--- src/rtl/sdam_rw.sv ---
// sdam_rw: serial address/data receiver with read/write frames.
// Frames arrive on sda, clocked by scl, in this order:
//   start 0, mode bit (1 = write, 0 = read), ADDR_W address bits LSB first,
//   then DATA_W data bits LSB first.
// Write data comes from the master. Read data is driven back by this block
// through sda_o/sda_oe. The register file is DEPTH words deep.
module sdam_rw #(
   parameter int ADDR_W = 8,
   parameter int DATA_W = 16,
   parameter int DEPTH  = 32
) (
   input  logic              scl,
   input  logic              reset,
   input  logic              sda_i,
   output logic              sda_o,
   output logic              sda_oe,
   output logic              avalid,
   output logic [ADDR_W-1:0] aout,
   output logic              dvalid,
   output logic [DATA_W-1:0] dout,
   output logic              rd_mode,
   output logic              err
);

   localparam int MAXW  = (ADDR_W > DATA_W) ? ADDR_W : DATA_W;
   localparam int CNT_W = $clog2(MAXW) + 1;
   localparam int IDX_W = (DEPTH > 1) ? $clog2(DEPTH) : 1;

   localparam logic [ADDR_W:0]  DEPTH_L = (ADDR_W+1)'(DEPTH);
   localparam logic [CNT_W-1:0] A_LAST  = CNT_W'(ADDR_W - 1);
   localparam logic [CNT_W-1:0] D_LAST  = CNT_W'(DATA_W - 1);
   localparam logic [CNT_W-1:0] D_DONE  = CNT_W'(DATA_W);

   typedef enum logic [2:0] {IDLE, MODE, ADDR, WDATA, RDATA} state_t;

   state_t             state;
   logic [CNT_W-1:0]   cnt;
   logic [ADDR_W-1:0]  ashift;
   logic [DATA_W-1:0]  dshift;
   logic [DATA_W-1:0]  rshift;
   logic [DATA_W-1:0]  rword;
   logic [DATA_W-1:0]  mem [DEPTH];

   logic [ADDR_W-1:0]  addr_full;
   logic [DATA_W-1:0]  data_full;
   logic [DATA_W-1:0]  rd_word;
   logic [IDX_W-1:0]   ridx;
   logic [IDX_W-1:0]   widx;
   logic               mem_we;

   // New bit enters at the MSB, so after W shifts the first bit sits at bit 0.
   function automatic logic [ADDR_W-1:0] shift_addr(input logic [ADDR_W-1:0] cur,
                                                    input logic b);
      logic [ADDR_W:0] t;
      t = {b, cur} >> 1;
      return t[ADDR_W-1:0];
   endfunction

   function automatic logic [DATA_W-1:0] shift_data(input logic [DATA_W-1:0] cur,
                                                    input logic b);
      logic [DATA_W:0] t;
      t = {b, cur} >> 1;
      return t[DATA_W-1:0];
   endfunction

   function automatic logic in_range(input logic [ADDR_W-1:0] a);
      return ({1'b0, a} < DEPTH_L);
   endfunction

   // The assembled fields include the bit being sampled on this edge.
   assign addr_full = shift_addr(ashift, sda_i);
   assign data_full = shift_data(dshift, sda_i);
   assign ridx      = addr_full[IDX_W-1:0];
   assign widx      = aout[IDX_W-1:0];
   assign rd_word   = in_range(addr_full) ? mem[ridx] : {DATA_W{1'b1}};
   assign mem_we    = (state == WDATA) && (cnt == D_LAST) && in_range(aout);

   // Register file: cleared by reset, written only on the last write-data edge.
   always_ff @(posedge scl or posedge reset) begin
      if (reset) begin
         for (int i = 0; i < DEPTH; i++) mem[i] <= '0;
      end else if (mem_we) begin
         mem[widx] <= data_full;
      end
   end

   // Frame FSM with registered strobes and sda driver.
   always_ff @(posedge scl or posedge reset) begin
      if (reset) begin
         state   <= IDLE;
         cnt     <= '0;
         ashift  <= '0;
         dshift  <= '0;
         rshift  <= '0;
         rword   <= '0;
         sda_o   <= 1'b1;
         sda_oe  <= 1'b0;
         avalid  <= 1'b0;
         aout    <= '0;
         dvalid  <= 1'b0;
         dout    <= '0;
         rd_mode <= 1'b0;
         err     <= 1'b0;
      end else begin
         avalid <= 1'b0;
         dvalid <= 1'b0;
         err    <= 1'b0;
         case (state)
            IDLE: begin
               if (!sda_i) state <= MODE;
            end
            MODE: begin
               rd_mode <= ~sda_i;
               cnt     <= '0;
               state   <= ADDR;
            end
            ADDR: begin
               ashift <= addr_full;
               if (cnt == A_LAST) begin
                  aout   <= addr_full;
                  avalid <= 1'b1;
                  if (rd_mode) begin
                     // Bit 0 goes out on this same edge; cnt tracks the next bit index.
                     sda_oe <= 1'b1;
                     sda_o  <= rd_word[0];
                     rshift <= rd_word >> 1;
                     rword  <= rd_word;
                     err    <= ~in_range(addr_full);
                     cnt    <= CNT_W'(1);
                     state  <= RDATA;
                  end else begin
                     cnt   <= '0;
                     state <= WDATA;
                  end
               end else begin
                  cnt <= cnt + 1'b1;
               end
            end
            WDATA: begin
               dshift <= data_full;
               if (cnt == D_LAST) begin
                  dout   <= data_full;
                  dvalid <= 1'b1;
                  err    <= ~in_range(aout);
                  state  <= IDLE;
               end else begin
                  cnt <= cnt + 1'b1;
               end
            end
            RDATA: begin
               // sda_i is ignored here; the line is ours until the last bit has had a full cycle.
               if (cnt == D_DONE) begin
                  sda_oe <= 1'b0;
                  sda_o  <= 1'b1;
                  dout   <= rword;
                  dvalid <= 1'b1;
                  state  <= IDLE;
               end else begin
                  sda_o  <= rshift[0];
                  rshift <= rshift >> 1;
                  cnt    <= cnt + 1'b1;
               end
            end
            default: state <= IDLE;
         endcase
      end
   end

endmodule

--- config.mk ---
export PLATFORM = sky130hd
export DESIGN_NAME = sdam_rw
export DESIGN_NICKNAME = d
export VERILOG_FILES = /design/src/rtl/sdam_rw.sv
export SDC_FILE = /design/constraint.sdc
export NUM_CORES = 1
export LEC_CHECK = 0
export CAP_MARGIN = 20
export CORE_MARGIN = 1
export CORE_UTILIZATION = 30
export DETAILED_ROUTE_END_ITERATION = 10
export GPL_ROUTABILITY_DRIVEN = 0
export GPL_TIMING_DRIVEN = 0
export SYNTH_ARGS = -nofsm -noshare
export SYNTH_HDL_FRONTEND = slang
export SYNTH_SLANG_ARGS = --single-unit
--- constraint.sdc ---
create_clock -name scl -period 40.5 [get_ports scl]
set_input_delay 6.075 -clock scl [delete_from_list [all_inputs] [get_ports scl]]
set_output_delay 6.075 -clock scl [all_outputs]
set_load 0.01 [all_outputs]
; ---- Yosys cells after proc, flatten, opt, wreduce, memory -nomap -nowiden
; Index checks and enable logic that the tools add are counted.
[totals]
output_inout_bits = 30
inputBits = 3
regBits = 606
word_cells = 128
[op_classes]
n_lt_le_gt_ge = 5
n_mux = 42
n_reduce_logical = 15
n_bitwise = 5
add_sub_neg = 1
n_eq_ne = 14
[ops]
columns = cell, count
row1 = 512-bit bitwise mux, 1
row2 = 16-bit 2-to-1 mux, 9
row3 = 16-bit binary-select mux with 5-bit select, 1
row4 = 16-bit demux with 5-bit select, 1
row5 = 16-bit case mux with 2 select lines, 2
row6 = 5-bit case mux with 4 select lines, 1
row7 = "8-bit by 6-bit < comparator with 1-bit output, second input constant", 2
row8 = 3-bit 2-to-1 mux, 5
row9 = 5-bit 2-to-1 mux, 3
row10 = 3-bit case mux with 5 select lines, 1
row11 = 1-bit 2-to-1 mux, 14
row12 = "6-bit >= comparator, second input constant", 2
row13 = "2-bit != test, second input constant", 6
row14 = 5-bit inverter with 6-bit output, 2
row15 = 3-bit AND reduction, 4
row16 = 4-bit AND reduction, 3
row17 = 1-bit case mux with 2 select lines, 4
row18 = "3-bit by 2-bit equality test with 1-bit output, second input constant", 2
row19 = "6-bit by 1-bit < comparator with 1-bit output, second input constant", 1
row20 = "5-bit by 1-bit adder with 5-bit output, second input constant", 1
row21 = "5-bit by 3-bit equality test with 1-bit output, second input constant", 1
row22 = "5-bit by 4-bit equality test with 1-bit output, second input constant", 1
row23 = "5-bit equality test, second input constant", 1
row24 = 2-bit nonzero test, 2
row25 = 8 further kinds, 12

; ---- Longest topological paths before layout
; Gate-level depths: netlist of the first run.
[depth]
depth_word = 8
depth_mapped = 12
mapped_depth_nobuf = 10

; ---- Worst setup path after synthesis of the first run
; No wires, ideal clock.
[synth_timing]
path_kind = in2reg
start = input sda_i
end = register rshift[13]
setup_ps = 139
cell_stages = 6
slack_ps = 32859
arrival_time_ps = 7502
path_buffers = 1
cell_sequence = or4b_2 buf_2 nor2_2 a22oi_1 o211ai_1 o311ai_1
[synth_via]
elab_chain_cells = 5
[synth_rtl]
columns = element, line
row1 = "start, declared", 14  ; input logic sda_i,
row2 = 8-bit by 6-bit < comparator with 1-bit output, 67  ; return ({1'b0, a} < DEPTH_L);
row3 = 16-bit 2-to-1 mux, 75  ; assign rd_word = in_range(addr_full) ? mem[ridx] : {DATA_W{1'b1}};
row4 = 16-bit 2-to-1 mux, 122  ; if (rd_mode) begin
row5 = 16-bit 2-to-1 mux, 119  ; if (cnt == A_LAST) begin
row6 = 16-bit case mux with 2 select lines, 108  ; case (state)
row7 = "end signal, assigned", 126  ; rshift <= rd_word >> 1;
row8 = "end signal, assigned", 160  ; rshift <= rshift >> 1;
row9 = "end, declared", 40  ; logic [DATA_W-1:0] rshift;
; No other way between the ends. The select of a mux whose other input is x is not followed.
; A chain may end at the register's enable or synchronous reset.

; ---- Final worst setup path of the first run
; Same ends and word-level chain as after synthesis.

==> flow_metrics.py, run 1 <==
metrics = {
    "placed_design": {
        "hpwl_um": 54050,
        "portBuffers": 32,
        "placed_area_mm2": 0.02931,
        "place_inst": 3019,
    },
    "power_and_ir_drop": {
        "irDropWorstVdd_mv": 0.02900,
        "swShare_pct": 34.08,
        "p_int_mw": 1.134,
        "power.switching_mw": 0.5859,
        "power.share.combinational_pct": 25.7,
        "power_density_mw_per_mm2": 54.62,
        "total_power_mw": 1.720,
        "p_leak_nw": 14.67,
        "clockPowerShare_pct": 35.3,
        "pwr-share-seq_pct": 39.0,
    },
    "synthesis": {
        "synth_edf_count": 0,
        "yosysTopAreaCellShare_pct": 54.98,
        "synth_area_per_cell_um2": 15.16,
        "yosysUniqueCellTypes": 68,
        "yosysSeqAreaShare_pct": 55.08,
        "yosysTopAreaCell": "dfrtp_1",
        "ys_top_cells_by_area": "dfrtp_1 (55%), mux2_2 (22%), mux4_2 (11%), mux2i_1 (2.2%), nand2_1 (1.2%)",
        "synth_ff_type": "dfrtp_1",
        "yosysWarnings": 0,
        "synth-async-reset-ratio_pct": 100.0,
        "syn_area_mm2": 0.02740,
        "syn_nets": 1813,
        "synth-seq-cells": 603,
        "syn-instance-count": 1807,
    },
    "layout": {
        "layout_common_cells": "dfrtp_1 (602), mux2_2 (532), mux4_2 (131), clkbuf_1 (93), nand2_1 (85)",
        "layout_commonest_cell": "dfrtp_1",
        "stdcell_count": 3136,
        "diodes": 0,
        "post-route-cell-area_mm2": 0.03148,
        "layout.nets": 1918,
        "area_growth_pct": 14.90,
        "drive_gt1_share_pct": 44.85,
    },
    "critical_path": {
        "r2r_cells": 10,
        "crit_buf_inv": 1,
        "worstReg2RegEnd": "mem[293]$_DFFE_PP0P_",
        "max_stage_delay_ns": 0.76,
        "start_kind": "input pin",
        "path_cells": "clkdlybuf4s50_1 > or4b_2 > nor2_1 > a22oi_1 > o211ai_1 > o311ai_1",
        "critical_path_required_ns": 40.96,
        "cp.depth": 6,
        "worst_path_dominant_cell_family": "simple AND/OR/NAND/NOR gates",
        "cp_max_fo": 9,
        "critical_path_class": "input pin to flop",
        "worstPathArrival_ns": 8.67,
        "rrSetupSlack_ns": 36.90,
        "worstSetupEndpointType": "flop",
        "r2r-start": "cnt[0]$_DFFE_PP0P_",
        "critPathSlowestCell": "or4b_2",
    },
    "drt": {
        "wl_per_cell_um": 23.75,
        "viasPerCell": 5.142,
        "drcViolationCount": 0,
        "first_pass_iters": 5,
        "drt_iter0_drc": 1211,
        "vias": 16130,
        "ant_nets": 0,
        "drt_wl_total_um": 74480,
    },
    "clocking": {
        "clk_latency_ns": 0.61,
        "clock_path_buffers": 3,
        "cts_resized": 0,
        "cts_tree": "yes",
        "h-tree-depth": 3,
        "cts_setup_buffers": 0,
        "clk_pin_slew_worst_paths_ns": 0.06,
        "numClockSinks": 603,
        "postCtsHoldBufs": 0,
        "numCtsBuffers": 67,
        "root_buffer": "clkbuf_16",
    },
    "floorplanning": {
        "core_area_mm2": 0.09029,
        "die_h_um": 304.2,
        "rows": 110,
        "ios": 33,
        "die-area_mm2": 0.09254,
        "start_util_pct": 30.35,
        "die_x_um": 304.2,
    },
    "timing": {
        "fin_skew_ns": 0.01449,
        "fmax_mhz": 121.8,
        "finalHoldViolCount": 0,
        "setup_viol": 0,
        "post-route-period-util_pct": 20.27,
        "slew_headroom_pct": 26.99,
        "finalSetupTns_ns": 0,
        "rsz0062_at_grt": "no",
        "maxSlewViolCount": 0,
        "max_slew.worst_pin.slew_ns": 1.095,
        "fin_hold_ws_ns": 0.4784,
        "min_period_ns": 8.211,
    },
    "run_status": {
        "status": "finished clean",
    },
    "global_routing": {
        "antenna_found_initial": 0,
        "grt_max_degree": 135,
        "grt_pass1_wl_um": 114800,
        "grt_usage_pct": 16.39,
        "grt_pass1_vias": 17330,
        "grt_overflow": 0,
    },
    "worst_hold_path": {
        "min_from": "dout[0]$_DFFE_PP0P_",
        "min_to": "dout[0]$_DFFE_PP0P_",
        "hold_class": "flop to flop",
        "hold_depth": 2,
    },
    "job": {
        "max_cap_viol_count": 0,
    },
}
worst max-delay path by stage:
stage,to,start
2_1_floorplan,aout[0]$_DFFE_PP0P_,reset
3_3_place_gp,mem[117]$_DFFE_PP0P_,reset
3_5_place_dp,rshift[11]$_DFFE_PP0P_,sda_i
4_1_cts,rshift[13]$_DFFE_PP0P_,sda_i
5_1_grt,rshift[13]$_DFFE_PP0P_,sda_i
6_report,rshift[13]$_DFFE_PP0P_,sda_i
cells in the mapped netlist, types with 5 or more instances:
master,instances
nand2b_1,5
buf_2,52
mux2_1,14
mux4_2,131
nor2b_1,9
buf_4,19
a22oi_1,12
nand3_1,25
o211ai_1,6
nor2_2,9
o211ai_2,6
mux2i_1,61
a21oi_1,15
clkbuf_1,76
mux2_2,532
dfrtp_1,602
inv_1,10
o21ai_0,33
nand2_1,85
nor2_1,14
worst min-delay path, cell delays in order, from the launching register on:
cell,delay (ns)
dfrtp_1,0.34
nand2_1,0.05
o21ai_0,0.06
sequential cells by signal (all words and copies together) (netlist names), 3 cells and up:
register	flops
mem	512
dout	16
rword	16
dshift	15
rshift	15
aout	8
ashift	7
cnt	5
state	3
through the flow:
stage                     utilization [%]  setup WS (ns)
after detailed placement            32.46          31.69
after floorplan                         -          17.55
after CTS                           34.87          32.34
after global placement              32.33          11.81
after global routing                34.87          32.17
final                               34.87          32.29
layout make-up:
cell class | instances | area [um^2]
plain buffers | 157 | 782.0
clock buffers | 93 | 1864
flip-flops and latches | 603 | 15090
well taps | 1176 | 1471
clock inverters | 24 | 309.0
repair buffers | 36 | 430.4
multi-input cells | 1034 | 11480
inverters | 13 | 56.30
fillers | 8621 | 58810
cell families after synthesis:
family                     count (synthesis)  share of synthesized area [%]
DFF                                      603                          55.08
AOI/OAI and AO/OA                        107                          2.685
muxes                                    739                          35.53
adders and majority gates                  3                         0.1370
and+or+nand+nor                          185                          3.535
buffers and inverters                    170                          3.032
routing by layer:
metal,vias up,wire [um],GRT usage (%)
met5,-,0,0
met4,0,2176,5.773
met3,103,2938,2.549
met2,355,35850,26.60
met1,8786,33520,22.23
li1,6881,-,-
power groups by stage:
stage                     logic [mW]  registers (mW)  clock network (mW)
after CTS                      0.444           0.671               0.620
after global placement         0.436           0.681                   0
after floorplan                0.271           0.670                   0
after global routing           0.468           0.676               0.645
after detailed placement       0.443           0.682                   0
final                          0.442           0.671               0.607
No activity file was read; power rests on OpenSTA's default activity.
==> inputs of run 2 (changes only) <==
==> constraint.sdc (replaced) <==
create_clock -name scl -period 8.3 [get_ports scl]
set_input_delay 1.245 -clock scl [delete_from_list [all_inputs] [get_ports scl]]
set_output_delay 1.245 -clock scl [all_outputs]
set_load 0.01 [all_outputs]
==> run 2 against run 1 <==
Net effect: global-route usage grew 0.10 points; critical path depth grew 4; die area is the same; combinational power grew to 5.0 times the previous value; register-to-register slack lost 32 ns; core utilization grew 0.15 points; clock skew grew 0.016 ns; sequential share of layout area shrank 0.21 points; via count grew 0.11%; first-iteration DRC count shrank 5.5%; flip-flop and latch count is the same; largest cell class unchanged; largest power group unchanged.
==> flow_metrics.py, run 2 (synthesis results as in run 1) <==
metrics = {
    "floorplanning": {
        "ios": 33,
        "rows": 110,
        "core_area_mm2": 0.09029,
        "start_util_pct": 30.35,
        "die_h_um": 304.2,
        "die-area_mm2": 0.09254,
        "die_x_um": 304.2,
    },
    "timing": {
        "setup_viol": 0,
        "max_slew.worst_pin.slew_ns": 1.130,
        "fmax_mhz": 269.2,
        "rsz0062_at_grt": "no",
        "min_period_ns": 3.715,
        "slew_headroom_pct": 24.68,
        "finalSetupTns_ns": 0,
        "finalHoldViolCount": 0,
        "fin_skew_ns": 0.03043,
        "post-route-period-util_pct": 44.76,
        "maxSlewViolCount": 0,
    },
    "drt": {
        "vias": 16140,
        "first_pass_iters": 5,
        "viasPerCell": 5.135,
        "wl_per_cell_um": 23.92,
        "drt_iter0_drc": 1145,
        "ant_nets": 0,
        "drt_wl_total_um": 75210,
        "drcViolationCount": 0,
    },
    "clocking": {
        "cts_tree": "yes",
        "cts_resized": 0,
        "clk_pin_slew_worst_paths_ns": 0.06,
        "clk_latency_ns": 0.60,
        "clock_path_buffers": 3,
        "numCtsBuffers": 66,
        "postCtsHoldBufs": 0,
        "root_buffer": "clkbuf_16",
        "numClockSinks": 603,
        "cts_setup_buffers": 0,
        "h-tree-depth": 3,
    },
    "run_status": {
        "status": "finished clean",
    },
    "power_and_ir_drop": {
        "irDropWorstVdd_mv": 0.1317,
        "p_leak_nw": 14.74,
        "power_density_mw_per_mm2": 264.6,
        "total_power_mw": 8.368,
    },
    "layout": {
        "reg_top3": "mem: 512 flops, dout: 16 flops, rword: 16 flops",
        "post-route-util_pct": 35.02,
        "layout.nets": 1928,
        "drive_gt1_share_pct": 44.84,
        "post-route-cell-area_mm2": 0.03162,
        "area_growth_pct": 15.41,
        "largest_reg_flops": 512,
        "multiInputGateArea_mm2": 0.01148,
        "fillerInstances": 8590,
        "register_area_mm2": 0.01509,
        "layout_common_cells": "dfrtp_1 (602), mux2_2 (532), mux4_2 (131), clkbuf_1 (97), nand2_1 (85)",
        "top_register": "mem",
        "layout_commonest_cell": "dfrtp_1",
    },
    "critical_path": {
        "critPathSlowestCell": "nor2_2",
        "critical_path_required_ns": 8.78,
        "max_stage_delay_ns": 0.62,
        "start_kind": "flop",
        "worstPathArrival_ns": 4.20,
        "critical_path_class": "flop to flop",
        "worstSetupEndpointType": "flop",
        "cp_max_fo": 10,
        "path_cells": "ha_1 > nand2_1 > nor2_1 > ha_1 > nand4b_1 > nor3b_2 > nand2_1 > nor2_2 > buf_2 > mux2_2",
        "critPathLaunch": "cnt[0]$_DFFE_PP0P_",
        "r2r-start": "cnt[0]$_DFFE_PP0P_",
        "crit_buf_inv": 1,
        "worst_path_dominant_cell_family": "simple AND/OR/NAND/NOR gates",
        "rrSetupSlack_ns": 4.58,
    },
    "global_routing": {
        "grt_max_degree": 47,
        "grt_usage_pct": 16.49,
        "antenna_found_initial": 0,
        "grt_pass1_wl_um": 114900,
        "grt_pass1_vias": 17400,
        "grt_overflow": 0,
    },
    "worst_hold_path": {
        "hold_class": "flop to flop",
        "min_from": "rword[13]$_DFFE_PP0P_",
    },
    "job": {
        "max_cap_viol_count": 0,
    },
    "placed_design": {
        "placed_area_mm2": 0.02949,
        "hpwl_um": 55320,
        "portBuffers": 32,
    },
}
run 2: metal layers:
metal | track usage (%) | wire length [um]
met5 | 0 | 0
met2 | 27.06 | 36530
met1 | 21.60 | 32670
met3 | 3.357 | 3868
met4 | 5.832 | 2136
run 2: final timing paths:
kind / endpoint / cells past startpoint
setup / recovery: mem[296]$_DFFE_PP0P_ / 10
hold / removal: rword[13]$_DFFE_PP0P_ / 2
setup reg to reg: mem[296]$_DFFE_PP0P_ / 10
hold reg to reg: rword[13]$_DFFE_PP0P_ / 2
max in group asynchronous: mem[325]$_DFFE_PP0P_ / 7
min in group asynchronous: mem[123]$_DFFE_PP0P_ / 2
run 2: per-stage QoR:
stage | hold WS, ns | cells | setup slack (ns)
after detailed placement | 0.4643 | 3030 | 4.368
after floorplan | 0.4456 | 1807 | -1.169
after global routing | 0.5028 | 3143 | 4.433
after CTS | 0.4779 | 3143 | 4.763
final | 0.4799 | 3144 | 4.585
after global placement | 0.4597 | 3015 | -4.401
run 2: area by class of cell:
| cell class | count | area share, % |
|---|---|---|
| clock inverter | 9 | 0.3245 |
| tap | 1176 | 4.653 |
| buffer | 157 | 2.473 |
| timing repair buffer | 47 | 1.963 |
| clock buffer | 104 | 6.390 |
| sequential | 603 | 47.72 |
| inverter | 13 | 0.1662 |
| antenna | 1 | 0.007914 |
| multi-input combinational | 1034 | 36.30 |
run 2: where the power goes:
group | total, mW | leakage [nW] | switching, mW | internal (mW)
Combinational | 2.19 | 5.47 | 1.46 | 0.728
Clock | 2.91 | 1.04 | 1.18 | 1.73
Sequential | 3.27 | 8.23 | 0.175 | 3.10
run 2: worst min-delay path, stage by stage (launching register included):
cell	delay [ns]
dfrtp_1	0.34
nand2_1	0.05
nand2_1	0.05
==> inputs of run 3 (changes only) <==
==> constraint.sdc (replaced) <==
create_clock -name scl -period 3.2 [get_ports scl]
set_input_delay 0.48 -clock scl [delete_from_list [all_inputs] [get_ports scl]]
set_output_delay 0.48 -clock scl [all_outputs]
set_load 0.01 [all_outputs]
==> run 3 against run 2 <==
Net effect: die area is the same; combinational power grew to 2.6 times the previous value; first-iteration DRC count is 1.7% higher; clock power increased to 2.6 times the previous value; flip-flop and latch count did not move; register-to-register slack got worse by 4.5 ns; hold slack worse by 0.11 ns; wire length up 0.17%; non-clock buffer count is 20 higher; largest cell class unchanged.
==> flow_metrics.py, run 3 (synthesis results as in run 1) <==
metrics = {
    "timing": {
        "finalHoldViolCount": 0,
        "post-route-period-util_pct": 97.67,
        "fmax_mhz": 320.0,
        "finalSetupTns_ns": 0,
        "rsz0062_at_grt": "yes",
        "fin_skew_ns": 0.03002,
        "max_slew.worst_pin.slew_ns": 1.125,
        "slew_headroom_pct": 25.03,
        "setup_viol": 0,
        "min_period_ns": 3.125,
        "maxSlewViolCount": 0,
    },
    "clocking": {
        "cts_tree": "yes",
        "numCtsBuffers": 66,
        "numClockSinks": 603,
        "h-tree-depth": 3,
        "clock_path_buffers": 3,
        "root_buffer": "clkbuf_16",
        "postCtsHoldBufs": 0,
        "clk_latency_ns": 0.60,
        "clk_pin_slew_worst_paths_ns": 0.06,
    },
    "floorplanning": {
        "ios": 33,
        "core_area_mm2": 0.09029,
        "die_x_um": 304.2,
        "start_util_pct": 30.35,
        "die-area_mm2": 0.09254,
        "die_h_um": 304.2,
        "rows": 110,
    },
    "global_routing": {
        "grt_pass1_wl_um": 115000,
        "antenna_found_initial": 0,
        "grt_pass1_vias": 17420,
        "grt_max_degree": 47,
        "grt_overflow": 0,
        "grt_usage_pct": 16.51,
    },
    "layout": {
        "area_growth_pct": 16.39,
        "largest_reg_flops": 512,
        "layout.nets": 1948,
        "drive_gt1_share_pct": 46.55,
        "post-route-util_pct": 35.32,
        "reg_top3": "mem: 512 flops, dout: 16 flops, rword: 16 flops",
        "layout_commonest_cell": "dfrtp_1",
        "top_register": "mem",
        "layout_common_cells": "dfrtp_1 (602), mux2_2 (532), mux4_2 (131), clkbuf_1 (91), nand2_1 (73)",
    },
    "job": {
        "max_cap_viol_count": 0,
    },
    "power_and_ir_drop": {
        "p_leak_nw": 14.91,
        "clockPowerShare_pct": 34.7,
        "power.switching_mw": 7.302,
        "power.share.combinational_pct": 26.2,
        "p_int_mw": 14.41,
        "power_density_mw_per_mm2": 681.0,
        "swShare_pct": 33.63,
        "pwr-share-seq_pct": 39.1,
        "irDropWorstVdd_mv": 0.3448,
        "total_power_mw": 21.72,
    },
    "critical_path": {
        "critPathSlowestCell": "o21ai_0",
        "worstPathArrival_ns": 3.56,
        "max_stage_delay_ns": 0.52,
        "worst_path_dominant_cell_family": "buffers and inverters",
        "cp_max_fo": 10,
        "critical_path_class": "flop to flop",
        "crit_buf_inv": 4,
        "start_kind": "flop",
        "worstSetupEndpointType": "flop",
        "critical_path_required_ns": 3.64,
        "path_cells": "buf_2 > buf_4 > buf_2 > buf_4 > mux2i_1 > mux2i_1 > o21ai_0 > o21ai_0",
    },
    "run_status": {
        "status": "finished clean",
    },
    "drt": {
        "wl_per_cell_um": 23.81,
        "drcViolationCount": 0,
        "first_pass_iters": 5,
        "viasPerCell": 5.130,
        "drt_wl_total_um": 75340,
        "vias": 16230,
        "ant_nets": 0,
        "drt_iter0_drc": 1164,
    },
    "placed_design": {
        "hpwl_um": 55320,
        "portBuffers": 32,
    },
    "worst_hold_path": {
        "hold_class": "input pin to async pin",
    },
}
==> run 3: changes by cell type in the layout (fill, tap and decap cells not counted), moves of 2 or more <==
cell	delta
nor2_4	+6
nor2_1	-2
clkbuf_2	+3
buf_4	+26
nor2_2	-4
nand2_2	+11
clkbuf_4	+5
buf_2	-8
nand2_1	-12
clkbuf_1	-6
==> run 3: layer usage <==
layer,vias up,GRT usage (%),routed length (um)
met5,-,0,0
met4,0,5.808,2133
met3,99,3.385,3820
met2,396,27.13,36730
met1,8810,21.56,32660
li1,6927,-,-
==> run 3: layout make-up <==
type,instances,area [um^2]
tap,1176,1471
buffer,155,802.0
clock inverter,9,102.6
inverter,13,56.30
clock buffer,104,2021
antenna,1,2.502
fill,8577,58400
multi-input combinational,1034,11560
timing repair buffer,69,785.8
sequential,603,15090
==> run 3: final timing paths <==
path,start,to,slack (ns),cells after the start
worst max-delay path,ashift[3]$_DFFE_PP0P_,rshift[14]$_DFFE_PP0P_,0.07,8
worst min-delay path,reset,mem[123]$_DFFE_PP0P_,0.37,2
min in group scl,rword[13]$_DFFE_PP0P_,rword[13]$_DFFE_PP0P_,0.48,2
max in group asynchronous,reset,mem[325]$_DFFE_PP0P_,1.07,7
worst max register to register,ashift[3]$_DFFE_PP0P_,rshift[14]$_DFFE_PP0P_,0.07,8
worst min register to register,rword[13]$_DFFE_PP0P_,rword[13]$_DFFE_PP0P_,0.48,2
==> run 3: power groups by stage <==
stage                     clock, mW  sequential [mW]  combinational, mW
after floorplan                   0             8.49               3.43
after global placement            0             8.62               5.52
after detailed placement          0             8.63               5.67
after CTS                      7.72             8.49               5.70
after global routing           8.01             8.56               6.02
final                          7.54             8.50               5.68
==> run 3: metrics by stage <==
stage	worst slack, ns	instance area [um^2]	instances	hold slack (ns)
after global routing	-0.009950	31890	3163	0.4393
final	0.07467	31890	3164	0.3690
after CTS	-0.1565	31670	3145	0.3595
after detailed placement	-0.2993	29490	3030	0.4643
after floorplan	-5.504	27400	1807	0.4456
after global placement	-8.736	29190	3015	0.4597
==> run 3: timing repair <==
action	in CTS	in global routing
hold endpoints to repair	0	0
buffers inserted	2	20
gates resized for setup	13	30
endpoints found under the setup margin	177	243
pin swaps	1	8
==> run 3: worst reg2reg max path, cell delays in order, from the launching register on <==
cell,delay [ns]
dfrtp_1,0.36
buf_2,0.33
buf_4,0.38
buf_2,0.44
buf_4,0.34
mux2i_1,0.30
mux2i_1,0.10
o21ai_0,0.52
o21ai_0,0.21
